### src/rtl/npu_seq.sv
// Sequencer for the NPU element-wise datapath: latches a job on START, streams operand
// reads one element per cycle, tracks result writes through a valid pipe and pulses FINISH.
module npu_seq #(
    parameter int ADR_W    = 10,
    parameter int PIPE_LAT = 4
) (
    input  logic             CLK,
    input  logic             RESET_X,
    input  logic             SOFT_RESET,
    input  logic             START,
    input  logic [1:0]       OP,
    input  logic [1:0]       ASEL,
    input  logic [1:0]       BSEL,
    input  logic [1:0]       CSEL,
    input  logic [ADR_W-1:0] M1POS,
    input  logic [ADR_W-1:0] M2POS,
    input  logic [ADR_W-1:0] M3POS,
    input  logic [ADR_W-1:0] M1SIZE,
    input  logic [ADR_W-1:0] M2SIZE,
    input  logic [ADR_W-1:0] M3SIZE,
    output logic [ADR_W-1:0] RADR_A,
    output logic [ADR_W-1:0] RADR_B,
    output logic             RD_A,
    output logic             RD_B,
    output logic             DP_VALID,
    output logic [ADR_W-1:0] WADR_C,
    output logic             WE_C,
    output logic             BUSY,
    output logic             FINISH,
    output logic             ERR,
    output logic [2:0]       fsm_state
);

    localparam logic [2:0] S_IDLE  = 3'd0;
    localparam logic [2:0] S_CHECK = 3'd1;
    localparam logic [2:0] S_RUN   = 3'd2;
    localparam logic [2:0] S_DRAIN = 3'd3;
    localparam logic [2:0] S_DONE  = 3'd4;

    localparam logic [1:0] OP_RQT = 2'd2;
    localparam logic [1:0] OP_RSV = 2'd3;
    localparam logic [ADR_W-1:0] ONE = 1;

    logic [2:0]          state;
    logic [1:0]          op_q;
    logic [1:0]          asel_q;
    logic [1:0]          bsel_q;
    logic [1:0]          csel_q;
    logic [ADR_W-1:0]    pa;
    logic [ADR_W-1:0]    pb;
    logic [ADR_W-1:0]    pc;
    logic [ADR_W-1:0]    n_q;
    logic [ADR_W-1:0]    idx;
    logic [ADR_W-1:0]    wr_cnt;
    logic [ADR_W-1:0]    last_idx;
    logic [ADR_W-1:0]    radr_a_q;
    logic [ADR_W-1:0]    radr_b_q;
    logic                rd_a_q;
    logic                rd_b_q;
    logic                dp_valid_q;
    logic                err_q;
    logic [PIPE_LAT-1:0] vld_pipe;
    logic                we_c;
    logic                use_b;

    // Memory select 0 is the constant source; its base and size read as zero.
    function automatic logic [ADR_W-1:0] pick(
        input logic [1:0]       sel,
        input logic [ADR_W-1:0] v1,
        input logic [ADR_W-1:0] v2,
        input logic [ADR_W-1:0] v3
    );
        case (sel)
            2'd1:    pick = v1;
            2'd2:    pick = v2;
            2'd3:    pick = v3;
            default: pick = '0;
        endcase
    endfunction

    assign last_idx = n_q - ONE;
    assign we_c     = vld_pipe[PIPE_LAT-1];
    assign use_b    = (bsel_q != 2'd0) && (op_q != OP_RQT);

    always_ff @(posedge CLK or negedge RESET_X) begin
        if (!RESET_X) begin
            state      <= S_IDLE;
            op_q       <= '0;
            asel_q     <= '0;
            bsel_q     <= '0;
            csel_q     <= '0;
            pa         <= '0;
            pb         <= '0;
            pc         <= '0;
            n_q        <= '0;
            idx        <= '0;
            wr_cnt     <= '0;
            radr_a_q   <= '0;
            radr_b_q   <= '0;
            rd_a_q     <= 1'b0;
            rd_b_q     <= 1'b0;
            dp_valid_q <= 1'b0;
            err_q      <= 1'b0;
            vld_pipe   <= '0;
        end else if (SOFT_RESET) begin
            // Abort drops everything in flight but keeps the sticky error of the last job.
            state      <= S_IDLE;
            op_q       <= '0;
            asel_q     <= '0;
            bsel_q     <= '0;
            csel_q     <= '0;
            pa         <= '0;
            pb         <= '0;
            pc         <= '0;
            n_q        <= '0;
            idx        <= '0;
            wr_cnt     <= '0;
            radr_a_q   <= '0;
            radr_b_q   <= '0;
            rd_a_q     <= 1'b0;
            rd_b_q     <= 1'b0;
            dp_valid_q <= 1'b0;
            vld_pipe   <= '0;
        end else begin
            vld_pipe[0] <= dp_valid_q;
            for (int k = 1; k < PIPE_LAT; k++) begin
                vld_pipe[k] <= vld_pipe[k-1];
            end
            if (we_c) begin
                wr_cnt <= wr_cnt + ONE;
            end

            case (state)
                S_IDLE: begin
                    if (START) begin
                        op_q   <= OP;
                        asel_q <= ASEL;
                        bsel_q <= BSEL;
                        csel_q <= CSEL;
                        pa     <= pick(ASEL, M1POS, M2POS, M3POS);
                        pb     <= pick(BSEL, M1POS, M2POS, M3POS);
                        pc     <= pick(CSEL, M1POS, M2POS, M3POS);
                        n_q    <= pick(CSEL, M1SIZE, M2SIZE, M3SIZE);
                        idx    <= '0;
                        wr_cnt <= '0;
                        err_q  <= 1'b0;
                        state  <= S_CHECK;
                    end
                end
                S_CHECK: begin
                    if (csel_q == 2'd0 || n_q == '0 || op_q == OP_RSV) begin
                        err_q <= 1'b1;
                        state <= S_DONE;
                    end else begin
                        // Element 0 is presented in the first RUN cycle.
                        dp_valid_q <= 1'b1;
                        rd_a_q     <= (asel_q != 2'd0);
                        rd_b_q     <= use_b;
                        radr_a_q   <= pa;
                        radr_b_q   <= pb;
                        idx        <= '0;
                        state      <= S_RUN;
                    end
                end
                S_RUN: begin
                    if (idx == last_idx) begin
                        dp_valid_q <= 1'b0;
                        rd_a_q     <= 1'b0;
                        rd_b_q     <= 1'b0;
                        state      <= S_DRAIN;
                    end else begin
                        idx      <= idx + ONE;
                        radr_a_q <= pa + idx + ONE;
                        radr_b_q <= pb + idx + ONE;
                    end
                end
                S_DRAIN: begin
                    // Leave on the final write so FINISH follows it directly.
                    if (we_c && wr_cnt == last_idx) begin
                        state <= S_DONE;
                    end
                end
                S_DONE: begin
                    state <= S_IDLE;
                end
                default: begin
                    state <= S_IDLE;
                end
            endcase
        end
    end

    assign RADR_A    = radr_a_q;
    assign RADR_B    = radr_b_q;
    assign RD_A      = rd_a_q;
    assign RD_B      = rd_b_q;
    assign DP_VALID  = dp_valid_q;
    assign WADR_C    = pc + wr_cnt;
    assign WE_C      = we_c;
    assign BUSY      = (state == S_CHECK) || (state == S_RUN) || (state == S_DRAIN);
    assign FINISH    = (state == S_DONE);
    assign ERR       = err_q;
    assign fsm_state = state;

endmodule

### config.mk
export PLATFORM = sky130hd
export DESIGN_NAME = npu_seq
export DESIGN_NICKNAME = d
export VERILOG_FILES = /design/src/rtl/npu_seq.sv
export SDC_FILE = /design/constraint.sdc
export NUM_CORES = 1
export LEC_CHECK = 0
export CAP_MARGIN = 25
export CORE_ASPECT_RATIO = 0.8
export CORE_MARGIN = 2
export CORE_UTILIZATION = 49
export DETAILED_ROUTE_END_ITERATION = 8
export HOLD_SLACK_MARGIN = 0.05
export PLACE_DENSITY = 0.72
export SLEW_MARGIN = 20
export SYNTH_ARGS = -nofsm -noshare
export SYNTH_HDL_FRONTEND = slang
export SYNTH_SLANG_ARGS = --single-unit
export TNS_END_PERCENT = 100
### constraint.sdc
create_clock -name CLK -period 3.2 [get_ports CLK]
set_input_delay 0.32 -clock CLK [delete_from_list [all_inputs] [get_ports CLK]]
set_output_delay 0.32 -clock CLK [all_outputs]
set_load 0.02 [all_outputs]
-- Yosys cells after proc, flatten, opt, wreduce, memory -nomap -nowiden
Cells that the tools add are included.
- bits in registers: 99
- add/sub/neg operators: 8
- equality and inequality tests: 24
- muxes and demuxes: 65
- bitwise operators: 1
- reduce and logical (&&, ||, !) cells: 22
- operators by type and width (cell ; number):
    $mux 10 ; 26
    $pmux 10 s3 ; 5
    $add 10x1->10 const B ; 4
    $pmux 10 s2 ; 2
    $add 10x10->10 ; 3
    $mux 2 ; 12
    $eq 10x10->1 ; 2
    $mux 3 ; 5
    $ne 3x3->1 const B ; 5
    $eq 2x2->1 const B ; 7
    $pmux 3 s4 ; 1
    $logic_not 10->1 ; 1
    $reduce_bool 2->1 ; 5
    $sub 10x1->10 const B ; 1
    $mux 1 ; 9
    $reduce_and 3->1 ; 3
    $pmux 1 s2 ; 4
    $reduce_and 4->1 ; 2
    $eq 2x1->1 const B ; 3
    $eq 3x2->1 const B ; 2
    $ne 2x2->1 const B ; 3
    $logic_or 1x1->1 ; 4
    $mux 4 ; 1
    $reduce_bool 4->1 ; 1
    8 further kinds ; 9

-- Logic depth before layout (Yosys ltp)
- word-level depth: 6
- gate-level depth with buffers: 12
- gate-level depth less buffers: 12

-- Least setup slack after synthesis
Ideal clock, no wire load.
- path kind: register to register
- start point: register n_q[0]
- end point: register radr_b_q[0] (netlist: RADR_B[0])
- library setup time: 0.095 ns
- arrival time: 2.446 ns
- required time: 3.105 ns
- setup slack: 0.659 ns
- cell stages (with the launch flop): 12
- buffers on the path: 2
- clock period less this slack: 2.541 ns
- cells stage by stage: dfrtp_1 inv_2 ha_1 clkbuf_1 nand4_1 xnor2_1 nor4_4 nand4_4 a211oi_4 buf_6 nand2_1 o31ai_1
- cells in the longest elaborated chain, start to end: 5
- elaborated cells on any way between the ends: 8
- those cells by class: 1 x add/sub; 3 x eq/ne; 4 x reduce/logical
- ends and longest elaborated chain (what ; line ; source):
    start: declaration ; 52 ; logic [ADR_W-1:0] n_q;
    start signal: assignment ; 143 ; n_q <= pick(CSEL, M1SIZE, M2SIZE, M3SIZE);
    branches (longest 4 deep; another with $sub 10x1->10) ; - ;
    $reduce_and 3->1 (no line) (*) ; - ;
    end signal: assignment ; 160 ; radr_b_q <= pb;
    end signal: assignment ; 174 ; radr_b_q <= pb + idx + ONE;
    end: declaration ; 57 ; logic [ADR_W-1:0] radr_b_q;
Every way passes the cells marked *.
A chain may end at the register's enable or synchronous reset.

-- Final worst setup path
- start point: register wr_cnt[0]
- end point: output port WADR_C[9]
- cells in the longest elaborated chain, start to end: 1
- ends and longest elaborated chain (what ; line ; source):
    start: declaration ; 54 ; logic [ADR_W-1:0] wr_cnt;
    start signal: assignment ; 130 ; wr_cnt <= wr_cnt + ONE;
    $add 10x10->10 ; 198 ; assign WADR_C = pc + wr_cnt;
    end: declaration ; 26 ; output logic [ADR_W-1:0] WADR_C,
Every way passes these cells.

==> impl_metrics.ini <==
[global_routing]
antenna_found_initial = 0
gr-total-overflow = 0
use_met1 = 0.403
grt_pass1_vias = 6102
globalRouteMet2Util = 0.385
use_met3 = 0.0496
grt_first_pass_wirelength_um = 31700
grt_max_degree = 50
grt_busiest_layer = met1
track_usage = 0.264

[timing]
finalCriticalPeriod_ps = 2960
slew_viol_final = 0
maxSlewHeadroom = 0.355
setup_viol = 0
clock_skew_ps = 10.7
tightestPinTransition_ps = 966
max_freq_ghz = 0.337
tns_ps = 0
fin_ws_ps = 235
hold_slack_ps = 440
finalCritPeriodShare = 0.926
rsz0062_at_grt = no
hold_violations = 0

[clocking]
cts_buffers = 9
cts.clk_slew.worst_paths_ps = 70
h-tree-depth = 3
postCtsSetupBuffers = 0
cts.sinks = 99
clockRootBuffer = clkbuf_16
insertion_delay_ps = 350
clk_path_buf_depth = 2
cts_tree = yes

[die]
die_y_um = 110
core_area_um2 = 13700
die-area_um2 = 15100
die_w_um = 137
num_io_pins = 112
initial_utilization = 0.507
row_count = 38

[logic_synthesis]
synth_compound_area_frac = 0.182
synth-simple-area-share = 0.207
synth_nets = 897
ys_ff_latch = 99
synth_edf_count = 0
avgSynthCellArea_um2 = 8.77
synthXorXnorAreaFrac = 0.0712
yosysMostFrequentCell = dfrtp_1
netlist_instances = 791
synthFlopType = dfrtp_1
synthAdderAreaFrac = 0.0646
async_reset_ff_frac = 1.00
ys_types = 59
synthTopCellsByCount = dfrtp_1, nor2_1, nand2_1
yosysWarnings = 0
muxShareOfSynthArea = 0.0736
ys_top_cells_by_area = dfrtp_1, mux2_2, ha_1
synth_area_um2 = 6940
yosysTopAreaCell = dfrtp_1
synth_top_family_by_area = simple AND/OR/NAND/NOR gates
yosysSeqAreaShare = 0.357
synth_top_area_share = 0.357

[layout]
nets = 982
layout-drive-gt1-share = 0.108
area_growth_pct = 22.1
final_cells = 1061
n_antenna_cell = 0
fill_cells = 1166
final_util = 0.619
final_area_um2 = 8470

[drt]
routed_wl_um = 19800
drt_pre_antenna_iters = 5
drc = 0
dr_total_vias = 6391
vias_per_cell = 6.02
postRouteAntennaNets = 0
drt_iter0_drc = 635
wl_per_cell_um = 18.7

[setup_path]
critPathRequiredTime_ps = 2880
crit_type = reg -> out
max_stage_delay_ps = 450
crit_arrival_ps = 2640
end_kind = output port
path_max_fanout = 6
slowest_stage = dfrtp_2
crit_chain = ha_1 -> a21o_1 -> a21oi_1 -> o21bai_1 -> a21oi_2 -> o21ai_0 -> a21o_1 -> a21oi_1 -> xnor2_1 -> clkbuf_2
critPathLaunchType = register

[flow_run]
drv_cap = 0

[power]
power_frac_comb = 0.276
power_per_cell_area_nw_per_um2 = 410
intPower_mw = 2.36
p_leak_nw = 3.64
irDropWorstVdd_uv = 287
p_clk_frac = 0.308
p_seq_frac = 0.416
switching_share = 0.320
finalPower_mw = 3.47
p_switching_mw = 1.11

[placement]
placed_area_um2 = 8170
dp.cells = 1044
io_buffers = 111
dpl.hpwl_um = 14900
gp_congestion = 0.932
pre_cts_ws_ps = 148

[min_path]
hold_class = in -> async

[outcome]
status = finished clean
## per-layer routing
metal  vias to the layer above  share of wire
met5                         -              0
met4                         0          0.012
met3                        19          0.065
met2                       220           0.44
met1                      3140           0.48
li1                       3012              -
## critical path, delay by kind of cell, from the launching register on
kind,cells,cell delay (ps)
buffers and inverters,1,190
adder cells (fa/ha/maj),1,220
flip-flops,1,450
AO/OA/AOI/OAI,7,1280
XOR/XNOR,1,140
## cells in the final DEF (no fill, tap or decap), types with 17 or more instances in the layout
| cell type | instances |
|---|---|
| a211oi_1 | 28 |
| a21oi_1 | 42 |
| a221oi_1 | 21 |
| buf_4 | 19 |
| clkdlybuf4s50_1 | 105 |
| dfrtp_1 | 98 |
| ha_1 | 31 |
| inv_1 | 17 |
| mux2_2 | 40 |
| nand2_1 | 81 |
| nor2_1 | 94 |
| nor3_1 | 48 |
| o21ai_0 | 29 |
| o31ai_1 | 23 |
| xnor2_1 | 27 |
| xor2_1 | 25 |
## repair_timing
action                     4_1_cts  5_1_grt
hold endpoints to repair        27        0
pin swaps                        0        0
setup endpoints to repair        3        5
resized for setup                3        8
hold buffers                     1        0
## final timing paths
path | startpoint | endpoint | depth (start not counted) | slack (ps)
setup / recovery | wr_cnt[0] | WADR_C[9] | 10 | 240
hold / removal | RESET_X | RADR_B[5] | 2 | 440
setup reg to reg | n_q[0] | RADR_A[7] | 10 | 240
hold reg to reg | vld_pipe[1] | vld_pipe[2] | 1 | 480
max in group asynchronous | RESET_X | wr_cnt[0] | 3 | 2030
min in group CLK | SOFT_RESET | pb[0] | 2 | 460
## power groups by stage
stage	sequential (mW)	combinational, mW	clock [mW]
after floorplan	1.44	0.604	0
after global placement	1.46	0.927	0
after detailed placement	1.46	0.955	0
after CTS	1.44	0.956	1.09
after global routing	1.45	1.05	1.14
final	1.44	0.959	1.07
## state kept, by name, indices dropped and copies added (netlist names), 2 cells and up
| signal | count |
|---|---|
| RADR_A | 10 |
| RADR_B | 10 |
| idx | 10 |
| n_q | 10 |
| pa | 10 |
| pb | 10 |
| pc | 10 |
| wr_cnt | 10 |
| vld_pipe | 4 |
| fsm_state | 3 |
| asel_q | 2 |
| bsel_q | 2 |
| csel_q | 2 |
| op_q | 2 |
## cell families after synthesis
family / after synthesis
compound gates: 183
xor+xnor: 54
fa+ha+maj: 34
buf+inv: 74
flops: 99
mux: 46
simple gates: 301
## cell type report
cell class / count / area [um^2] / area share
clock inverters: 3 / 21.3 / 0.00251
inverters: 18 / 67.6 / 0.00798
well taps: 180 / 225 / 0.0266
flip-flops and latches: 99 / 2480 / 0.293
clock buffers: 13 / 270 / 0.0319
multi-input cells: 618 / 4170 / 0.492
repair buffers: 130 / 1240 / 0.146
(Power assumes the default switching activity.)
